### src/rtl/uart_tx_fifo.sv
// uart_tx_fifo: memory-mapped UART transmitter with a transmit FIFO.
// The CPU pushes characters into the FIFO. A frame FSM drains the FIFO onto
// the serial line. Status and the serial line are driven from registers.
module uart_tx_fifo #(
  parameter int BAUD_DIV   = 868,
  parameter int DATA_BITS  = 8,
  parameter int FIFO_DEPTH = 16,
  parameter int STOP_BITS  = 1,
  parameter int PARITY     = 0
) (
  input  logic                          clk,
  input  logic                          rst,
  input  logic                          wr_en,
  input  logic [DATA_BITS-1:0]          wr_data,
  input  logic                          clr_overflow,
  output logic                          full,
  output logic                          empty,
  output logic [$clog2(FIFO_DEPTH):0]   count,
  output logic                          busy,
  output logic                          overflow,
  output logic                          uart_tx
);

  localparam int AW = $clog2(FIFO_DEPTH);
  localparam int CW = AW + 1;
  localparam int BW = $clog2(BAUD_DIV);

  localparam logic [BW-1:0] BAUD_LAST = BW'(BAUD_DIV - 1);
  localparam logic [3:0]    DATA_LAST = 4'(DATA_BITS - 1);
  localparam logic [3:0]    STOP_LAST = 4'(STOP_BITS - 1);
  localparam logic [CW-1:0] DEPTH_C   = CW'(FIFO_DEPTH);

  typedef enum logic [2:0] {
    IDLE  = 3'd0,
    START = 3'd1,
    DATA  = 3'd2,
    PAR   = 3'd3,
    STOP  = 3'd4
  } state_t;

  // Parity of one character: even = XOR of data bits, odd = its inverse.
  function automatic logic calc_parity(input logic [DATA_BITS-1:0] d);
    logic p;
    p = ^d;
    if (PARITY == 2) begin
      p = ~p;
    end
    return p;
  endfunction

  // FIFO storage and status
  logic [DATA_BITS-1:0] mem_r [FIFO_DEPTH];
  logic [AW-1:0]        wr_ptr_r;
  logic [AW-1:0]        rd_ptr_r;
  logic [CW-1:0]        count_r;
  logic [CW-1:0]        count_nxt_s;
  logic                 full_r;
  logic                 empty_r;
  logic                 overflow_r;
  logic                 busy_r;

  // Frame engine
  state_t               state_r;
  logic [BW-1:0]        baud_r;
  logic [3:0]           bit_r;
  logic [DATA_BITS-1:0] shift_r;
  logic                 par_r;
  logic                 line_s;
  logic                 uart_tx_r;

  logic                 push_s;
  logic                 pop_s;
  logic [DATA_BITS-1:0] head_s;

  // Push uses the registered full, so a pop in the same cycle cannot rescue it.
  assign push_s = wr_en & ~full_r;
  // Pop from IDLE, or on the final stop-bit cycle for gapless back-to-back frames.
  assign pop_s  = ~empty_r & ((state_r == IDLE) |
                  ((state_r == STOP) & (baud_r == BAUD_LAST) & (bit_r == STOP_LAST)));
  assign head_s = mem_r[rd_ptr_r];

  assign full     = full_r;
  assign empty    = empty_r;
  assign count    = count_r;
  assign busy     = busy_r;
  assign overflow = overflow_r;
  assign uart_tx  = uart_tx_r;

  // Next occupancy from this cycle's push/pop pair.
  always_comb begin
    count_nxt_s = count_r;
    case ({push_s, pop_s})
      2'b10:   count_nxt_s = count_r + CW'(1);
      2'b01:   count_nxt_s = count_r - CW'(1);
      default: count_nxt_s = count_r;
    endcase
  end

  // FIFO data array; written only on an accepted push.
  always_ff @(posedge clk) begin
    if (push_s) begin
      mem_r[wr_ptr_r] <= wr_data;
    end
  end

  // FIFO pointers, registered status flags and the sticky overflow flag.
  always_ff @(posedge clk) begin
    if (rst) begin
      wr_ptr_r   <= '0;
      rd_ptr_r   <= '0;
      count_r    <= '0;
      full_r     <= 1'b0;
      empty_r    <= 1'b1;
      overflow_r <= 1'b0;
      busy_r     <= 1'b0;
    end else begin
      if (push_s) begin
        wr_ptr_r <= wr_ptr_r + AW'(1);
      end
      if (pop_s) begin
        rd_ptr_r <= rd_ptr_r + AW'(1);
      end
      count_r <= count_nxt_s;
      full_r  <= (count_nxt_s == DEPTH_C);
      empty_r <= (count_nxt_s == {CW{1'b0}});
      // A dropped push wins over a simultaneous clear.
      if (wr_en && full_r) begin
        overflow_r <= 1'b1;
      end else if (clr_overflow) begin
        overflow_r <= 1'b0;
      end
      // busy mirrors the line: it falls one cycle after the FSM returns to IDLE.
      busy_r <= (state_r != IDLE) | ~empty_r;
    end
  end

  // Serial line level implied by the current FSM state.
  always_comb begin
    line_s = 1'b1;
    case (state_r)
      START:   line_s = 1'b0;
      DATA:    line_s = shift_r[0];
      PAR:     line_s = par_r;
      default: line_s = 1'b1;
    endcase
  end

  // Frame FSM with baud and bit counters; uart_tx lags the state by one register.
  always_ff @(posedge clk) begin
    if (rst) begin
      state_r   <= IDLE;
      baud_r    <= '0;
      bit_r     <= 4'd0;
      shift_r   <= '0;
      par_r     <= 1'b0;
      uart_tx_r <= 1'b1;
    end else begin
      uart_tx_r <= line_s;
      case (state_r)
        IDLE: begin
          baud_r <= '0;
          bit_r  <= 4'd0;
          if (pop_s) begin
            shift_r <= head_s;
            par_r   <= calc_parity(head_s);
            state_r <= START;
          end else begin
            state_r <= IDLE;
          end
        end
        START: begin
          if (baud_r == BAUD_LAST) begin
            baud_r  <= '0;
            bit_r   <= 4'd0;
            state_r <= DATA;
          end else begin
            baud_r <= baud_r + BW'(1);
          end
        end
        DATA: begin
          if (baud_r == BAUD_LAST) begin
            baud_r  <= '0;
            shift_r <= shift_r >> 1;
            if (bit_r == DATA_LAST) begin
              bit_r   <= 4'd0;
              state_r <= (PARITY != 0) ? PAR : STOP;
            end else begin
              bit_r <= bit_r + 4'd1;
            end
          end else begin
            baud_r <= baud_r + BW'(1);
          end
        end
        PAR: begin
          if (baud_r == BAUD_LAST) begin
            baud_r  <= '0;
            bit_r   <= 4'd0;
            state_r <= STOP;
          end else begin
            baud_r <= baud_r + BW'(1);
          end
        end
        STOP: begin
          if (baud_r == BAUD_LAST) begin
            baud_r <= '0;
            if (bit_r == STOP_LAST) begin
              bit_r <= 4'd0;
              if (pop_s) begin
                shift_r <= head_s;
                par_r   <= calc_parity(head_s);
                state_r <= START;
              end else begin
                state_r <= IDLE;
              end
            end else begin
              bit_r <= bit_r + 4'd1;
            end
          end else begin
            baud_r <= baud_r + BW'(1);
          end
        end
        default: begin
          state_r <= IDLE;
          baud_r  <= '0;
          bit_r   <= 4'd0;
        end
      endcase
    end
  end

endmodule

### config.mk
export PLATFORM = sky130hd
export DESIGN_NAME = uart_tx_fifo
export DESIGN_NICKNAME = d
export VERILOG_FILES = /design/src/rtl/uart_tx_fifo.sv
export SDC_FILE = /design/constraint.sdc
export NUM_CORES = 1
export LEC_CHECK = 0
export BUFFER_PORTS_ARGS = -buffer_cell sky130_fd_sc_hd__buf_4
export CAP_MARGIN = 25
export CORE_MARGIN = 4
export CORE_UTILIZATION = 61
export DETAILED_ROUTE_END_ITERATION = 7
export GPL_ROUTABILITY_DRIVEN = 0
export HOLD_SLACK_MARGIN = 0.12
export PLACE_DENSITY = 0.86
export SETUP_SLACK_MARGIN = 0.5
export SYNTH_ARGS = -nofsm -noshare
export SYNTH_HDL_FRONTEND = slang
export SYNTH_SLANG_ARGS = --single-unit
### constraint.sdc
create_clock -name clk -period 4.6 [get_ports clk]
set_input_delay 0.46 -clock clk [delete_from_list [all_inputs] [get_ports clk]]
set_output_delay 0.46 -clock clk [all_outputs]
set_load 0.02 [all_outputs]
After elaboration in Yosys (flattened, before gate mapping)
Memory sizes are Yosys's and may differ from the RTL's. A register that Yosys moved wholly into a read port is not among the register bits.
Index checks and enable logic that the tools add are counted.
Widths: inputs -> output; s select.
{"block": "word_totals", "ff_bits": 44, "mem_bits_rw": 128, "input_bits": 12, "output_inout_bits": 10, "mem_count": 1}
{"block": "classes", "n_addsub": 6, "eq_ne": 16, "muxes": 31, "bitwise_logic": 9, "n_reduce_logical": 16}
{"memory": "mem_r", "depth": 16, "word_bits": 8, "rd": 1, "rd_ports_with_merged_regs": 1, "write_ports": 1, "line": "52", "rtl": "logic [DATA_BITS-1:0] mem_r [FIFO_DEPTH];"}
{"op": "$mux 8", "count": 4}
{"op": "$mux 4", "count": 7}
{"op": "$pmux 8 s3", "count": 1}
{"op": "$mux 3", "count": 6}
{"op": "$pmux 3 s5", "count": 1}
{"op": "$add 4x1->4 const B", "count": 3}
{"op": "$pmux 4 s3", "count": 1}
{"op": "$add 10x1->10 const B", "count": 1}
{"op": "$eq 10x10->1 const B", "count": 1}
{"op": "$pmux 5 s2", "count": 1}
{"op": "$mux 1", "count": 8}
{"op": "$ne 2x2->1 const B", "count": 4}
{"op": "$reduce_xor 8->1", "count": 1}
{"op": "$eq 3x2->1 const B", "count": 2}
{"op": "$ne 2x1->1 const B", "count": 3}
{"op": "$reduce_and 3->1", "count": 2}
{"op": "$reduce_and 6->1", "count": 1}
{"op": "$reduce_bool 3->1", "count": 2}
{"op": "$add 5x1->5 const B", "count": 1}
{"op": "$eq 5x5->1 const B", "count": 1}
{"op": "$logic_not 5->1", "count": 1}
{"op": "$sub 5x1->5 const B", "count": 1}
{"op": "$and 1x1->1", "count": 4}
{"op": "$eq 4x3->1 const B", "count": 1}
{"op": "16 further kinds", "count": 20}

Longest topological paths before layout
{"block": "depth", "word_depth": 9, "ltp_mapped": 16, "depth_no_buf": 15}

Worst setup path before layout
No wires, ideal clock.
{"block": "synth_path", "path_kind": "register -> register", "startpoint": "reg baud_r[3]", "endpoint": "reg empty_r (netlist: empty)", "setup_time_ps": 70, "arrival_ps": 3612, "required_ps": 4530, "slack_ps": 918, "stages_incl_launch_ff": 16, "path_buffers": 1, "path_cell_list": "dfxtp_1 or4b_4 nor4_4 nand3_2 a2111oi_4 ha_1 clkbuf_1 xor2_1 ha_1 nor2b_1 a22oi_1 o32a_1 nor2_1 xnor2_1 nor2_1 a21oi_1"}
{"block": "synth_between", "elab_chain_len": 8, "word_cells_on_any_way": 9, "cone_classes": "3 x eq/ne; 1 x mux; 4 x bitwise; 1 x reduce/logical"}
{"element": "start, declared", "line": "64", "rtl": "logic [BW-1:0] baud_r;"}
{"element": "start signal, assigned", "line": "177", "rtl": "baud_r <= baud_r + BW'(1);"}
{"element": "start signal, assigned", "line": "191", "rtl": "baud_r <= baud_r + BW'(1);"}
{"element": "start signal, assigned", "line": "200", "rtl": "baud_r <= baud_r + BW'(1);"}
{"element": "$eq 10x10->1 (*)", "line": "79", "rtl": "((state_r == STOP) & (baud_r == BAUD_LAST) & (bit_r == STOP_LAST)));"}
{"element": "$and 1x1->1 (*) (2 in series)", "line": "79"}
{"element": "$or 1x1->1 (*)", "line": "78", "rtl": "assign pop_s = ~empty_r & ((state_r == IDLE) |"}
{"element": "$and 1x1->1 (*)", "line": "78"}
{"element": "$eq 2x1->1 or $eq 2x2->1 (tied branches)", "line": "92", "rtl": "case ({push_s, pop_s})"}
{"element": "$pmux 5 s2 (*)", "line": "92"}
{"element": "$logic_not 5->1 (*)", "line": "125", "rtl": "empty_r <= (count_nxt_s == {CW{1'b0}});"}
{"element": "end signal, assigned", "line": "125"}
{"element": "end, declared", "line": "58", "rtl": "logic empty_r;"}
Mark *: on every way between the ends. The rest lies on a longest branch, timed or not.
A chain may end at the register's enable or synchronous reset.

Worst setup path after layout
{"block": "layout_path", "startpoint": "reg baud_r[2]", "endpoint": "reg empty_r (netlist: empty)"}
The elaborated chain is that of the path after synthesis.

==> reports/qor.yml <==
worstMarginPinSlew_ns: 0.874
p_leak_nw: 2.68
grt_max_degree: 34
drive_gt1_share_pct: 19.0
ant_nets: 0
cts_buffer_depth: 2
critPathLaunchType: "register"
min_path_type: "in2reg"
cap_violations: 0
cts_num_sinks: 176
ys_ff_latch: 176
clk_pin_slew_ns: 0.06
avgSynthCellArea_sq_um: 15.0
crit_arrival_ns: 4.10
peakVddDrop_v: 0.000382
clk_latency_ns: 0.43
fin_total_pwr_mw: 4.41
finalCritPeriodShare_pct: 81.4
fin_skew_ns: 0.00943
synth_nets: 498
vias_per_cell: 6.06
die-area_sq_mm: 0.0135
io_pins: 22
pwr_density_cell_mw_per_mm2: 552
pre_cts_ws_ns: 0.892
crit_fanout: 9
path_cells: "or4b_4 -> nor4_4 -> nand3_2 -> a2111oi_4 -> buf_4 -> ha_1 -> xor2_1 -> ha_1 -> nor2b_1 -> a22oi_1 -> o32a_1 -> nor2_1 -> xnor2_1 -> nor2_1 -> a21oi_1"
fmax_ghz: 0.267
fp.coreArea_sq_mm: 0.0114
drc: 0
crit_buf_inv: 1
setup_slack_ns: 0.854
outcome: "complete, no violations"
crit_path_max_incr_delay_ns: 0.54
drt_pass1_iterations: 5
drt_iter0_markers: 375
fin_hold_ws_ns: 0.298
hold_buffers: 0
rows: 39
post_cts_buffers: 0
worst_ep_required_time_ns: 4.95
async_flop_share_pct: 0
slew_violations: 0
track_usage_pct: 22.2
nets: 520
drt_wl_total_um: 13300
syn_inst: 475
fp.dieW_um: 116
reg2reg_slack_ns: 0.85
placedInstanceArea_sq_mm: 0.00743
synth_cell_types: 37
finalHoldViolCount: 0
critPathKind: "reg2reg"
fin_area_sq_mm: 0.00798
grt_overflow: 0
post_cts_resized: 0
start_util_pct: 62.5
setup-tns-final_ns: 0
post-route-min-period_ns: 3.75
slew_headroom_pct: 41.5
synthFlopType: "edfxtp_1"
cts-root-buf: "clkbuf_16"
grt_pass1_vias: 3981
cpLargestDelayFamily: "simple AND/OR/NAND/NOR gates"
yosysWarningCount: 0
cts_tree: "done"
die_height_um: 116
io_buffer_count: 21
cp_slowest_cell: "or4b_4"
rsz0062_at_grt: "false"
setup_violations: 0
wire_per_inst_um: 20.4
antenna_cells: 0
grt_pass1_wl_um: 21700
cts_htree_levels: 4
dp_hpwl_um: 8530
grt_antenna_before_repair: 0
dr_total_vias: 3960
synth-edff-count: 128
synth_area_sq_mm: 0.00714
synth-seq-area-share_pct: 67.3
cp-end-kind: "register"
syn_to_final_growth_pct: 11.7
numCtsBuffers: 17
==> registers in the layout, indices dropped and copies added, names as in the netlist, named ones only <==
signal and flops:
baud_r 10, bit_r 4, busy 1, count 5
empty 1, full 1, mem_r 128, overflow 1
par_r 1, rd_ptr_r 4, shift_r 8, state_r 3
uart_tx 1, wr_ptr_r 4
==> kinds of logic after synthesis <==
group | after synthesis | synth area share [%]
DFF | 176 | 67.3
and+or+nand+nor | 130 | 8.69
AOI/OAI and AO/OA | 50 | 4.89
muxes | 42 | 11.5
buffers and inverters | 35 | 1.91
xor gates and xnor gates | 31 | 3.80
adders and majority gates | 11 | 1.93
==> area by class of cell <==
cell class | count | area, sq um
Tap cell | 143 | 179
Clock inverter | 15 | 108
Clock buffer | 17 | 425
Multi-Input combinational cell | 264 | 2200
Timing Repair Buffer | 28 | 223
Sequential cell | 176 | 4810
Fill cell | 709 | 3440
Inverter | 10 | 37.5
==> cells in the final DEF, fill, tap and decap left out, types with 3 or more instances in the layout <==
master and n:
nand3_1 12, nand2b_1 8, a21oi_1 14, mux4_2 32, o21ai_0 4, clkbuf_16 17
buf_4 27, dfxtp_1 46, inv_1 10, clkinv_1 3, mux2i_1 10, clkinvlp_4 3
ha_1 11, inv_6 5, nor3_1 8, a211oi_1 8, nor2_1 58, a22oi_1 17
nand4_1 3, nand2_1 23, xnor2_1 15, and3_1 4, xor2_1 16, nor2b_1 6
edfxtp_1 128
==> layer usage <==
layer	track usage [%]	vias up	share of wire [%]
met5	0	-	0
met4	9.13	0	2.8
met3	5.54	23	6.0
met2	35.3	142	50
met1	29.9	1972	41
li1	-	1823	-
==> cells in the mapped netlist, types with 6 or more instances <==
master / n / area (sq um)
edfxtp_1: 128 / 3840
nor2_1: 58 / 218
dfxtp_1: 48 / 961
mux4_2: 32 / 721
nand2_1: 23 / 86.3
clkbuf_1: 18 / 67.6
a22oi_1: 17 / 128
xor2_1: 16 / 140
xnor2_1: 15 / 131
a21oi_1: 14 / 70.1
nand3_1: 12 / 60.1
ha_1: 11 / 138
inv_1: 10 / 37.5
mux2i_1: 10 / 100
a211oi_1: 8 / 60.1
nand2b_1: 8 / 50.1
nor3_1: 8 / 40.0
nor2b_1: 6 / 37.5
==> worst min-delay path: stages <==
cell and delay [ns]:
buf_4 0.07, nand2b_1 0.09, a21oi_1 0.05
==> metrics by stage <==
| step | instances | util, % |
|---|---|---|
| 4_1_cts | 652 | 69.7 |
| 6_report | 653 | 69.9 |
| 3_5_place_dp | 620 | 65.0 |
| 3_3_place_gp | 619 | 65.0 |
| 5_1_grt | 653 | 69.9 |
| 2_1_floorplan | 475 | - |
==> power breakdown <==
| part | switching, mW | internal (mW) |
|---|---|---|
| clock network | 0.606 | 0.695 |
| registers | 0.116 | 1.83 |
| logic | 0.626 | 0.534 |
| total | 1.35 | 3.06 |
==> path summary, 6_finish.rpt <==
path	from	end	depth (start not counted)
hold / removal	clr_overflow	overflow$_SDFFE_PP0P_	3
setup reg to reg	baud_r[2]$_SDFF_PP0_	empty$_SDFF_PP1_	15
hold reg to reg	baud_r[0]$_SDFF_PP0_	baud_r[0]$_SDFF_PP0_	1
setup / recovery	baud_r[2]$_SDFF_PP0_	empty$_SDFF_PP1_	15
Power figures use the tool's default switching activity.
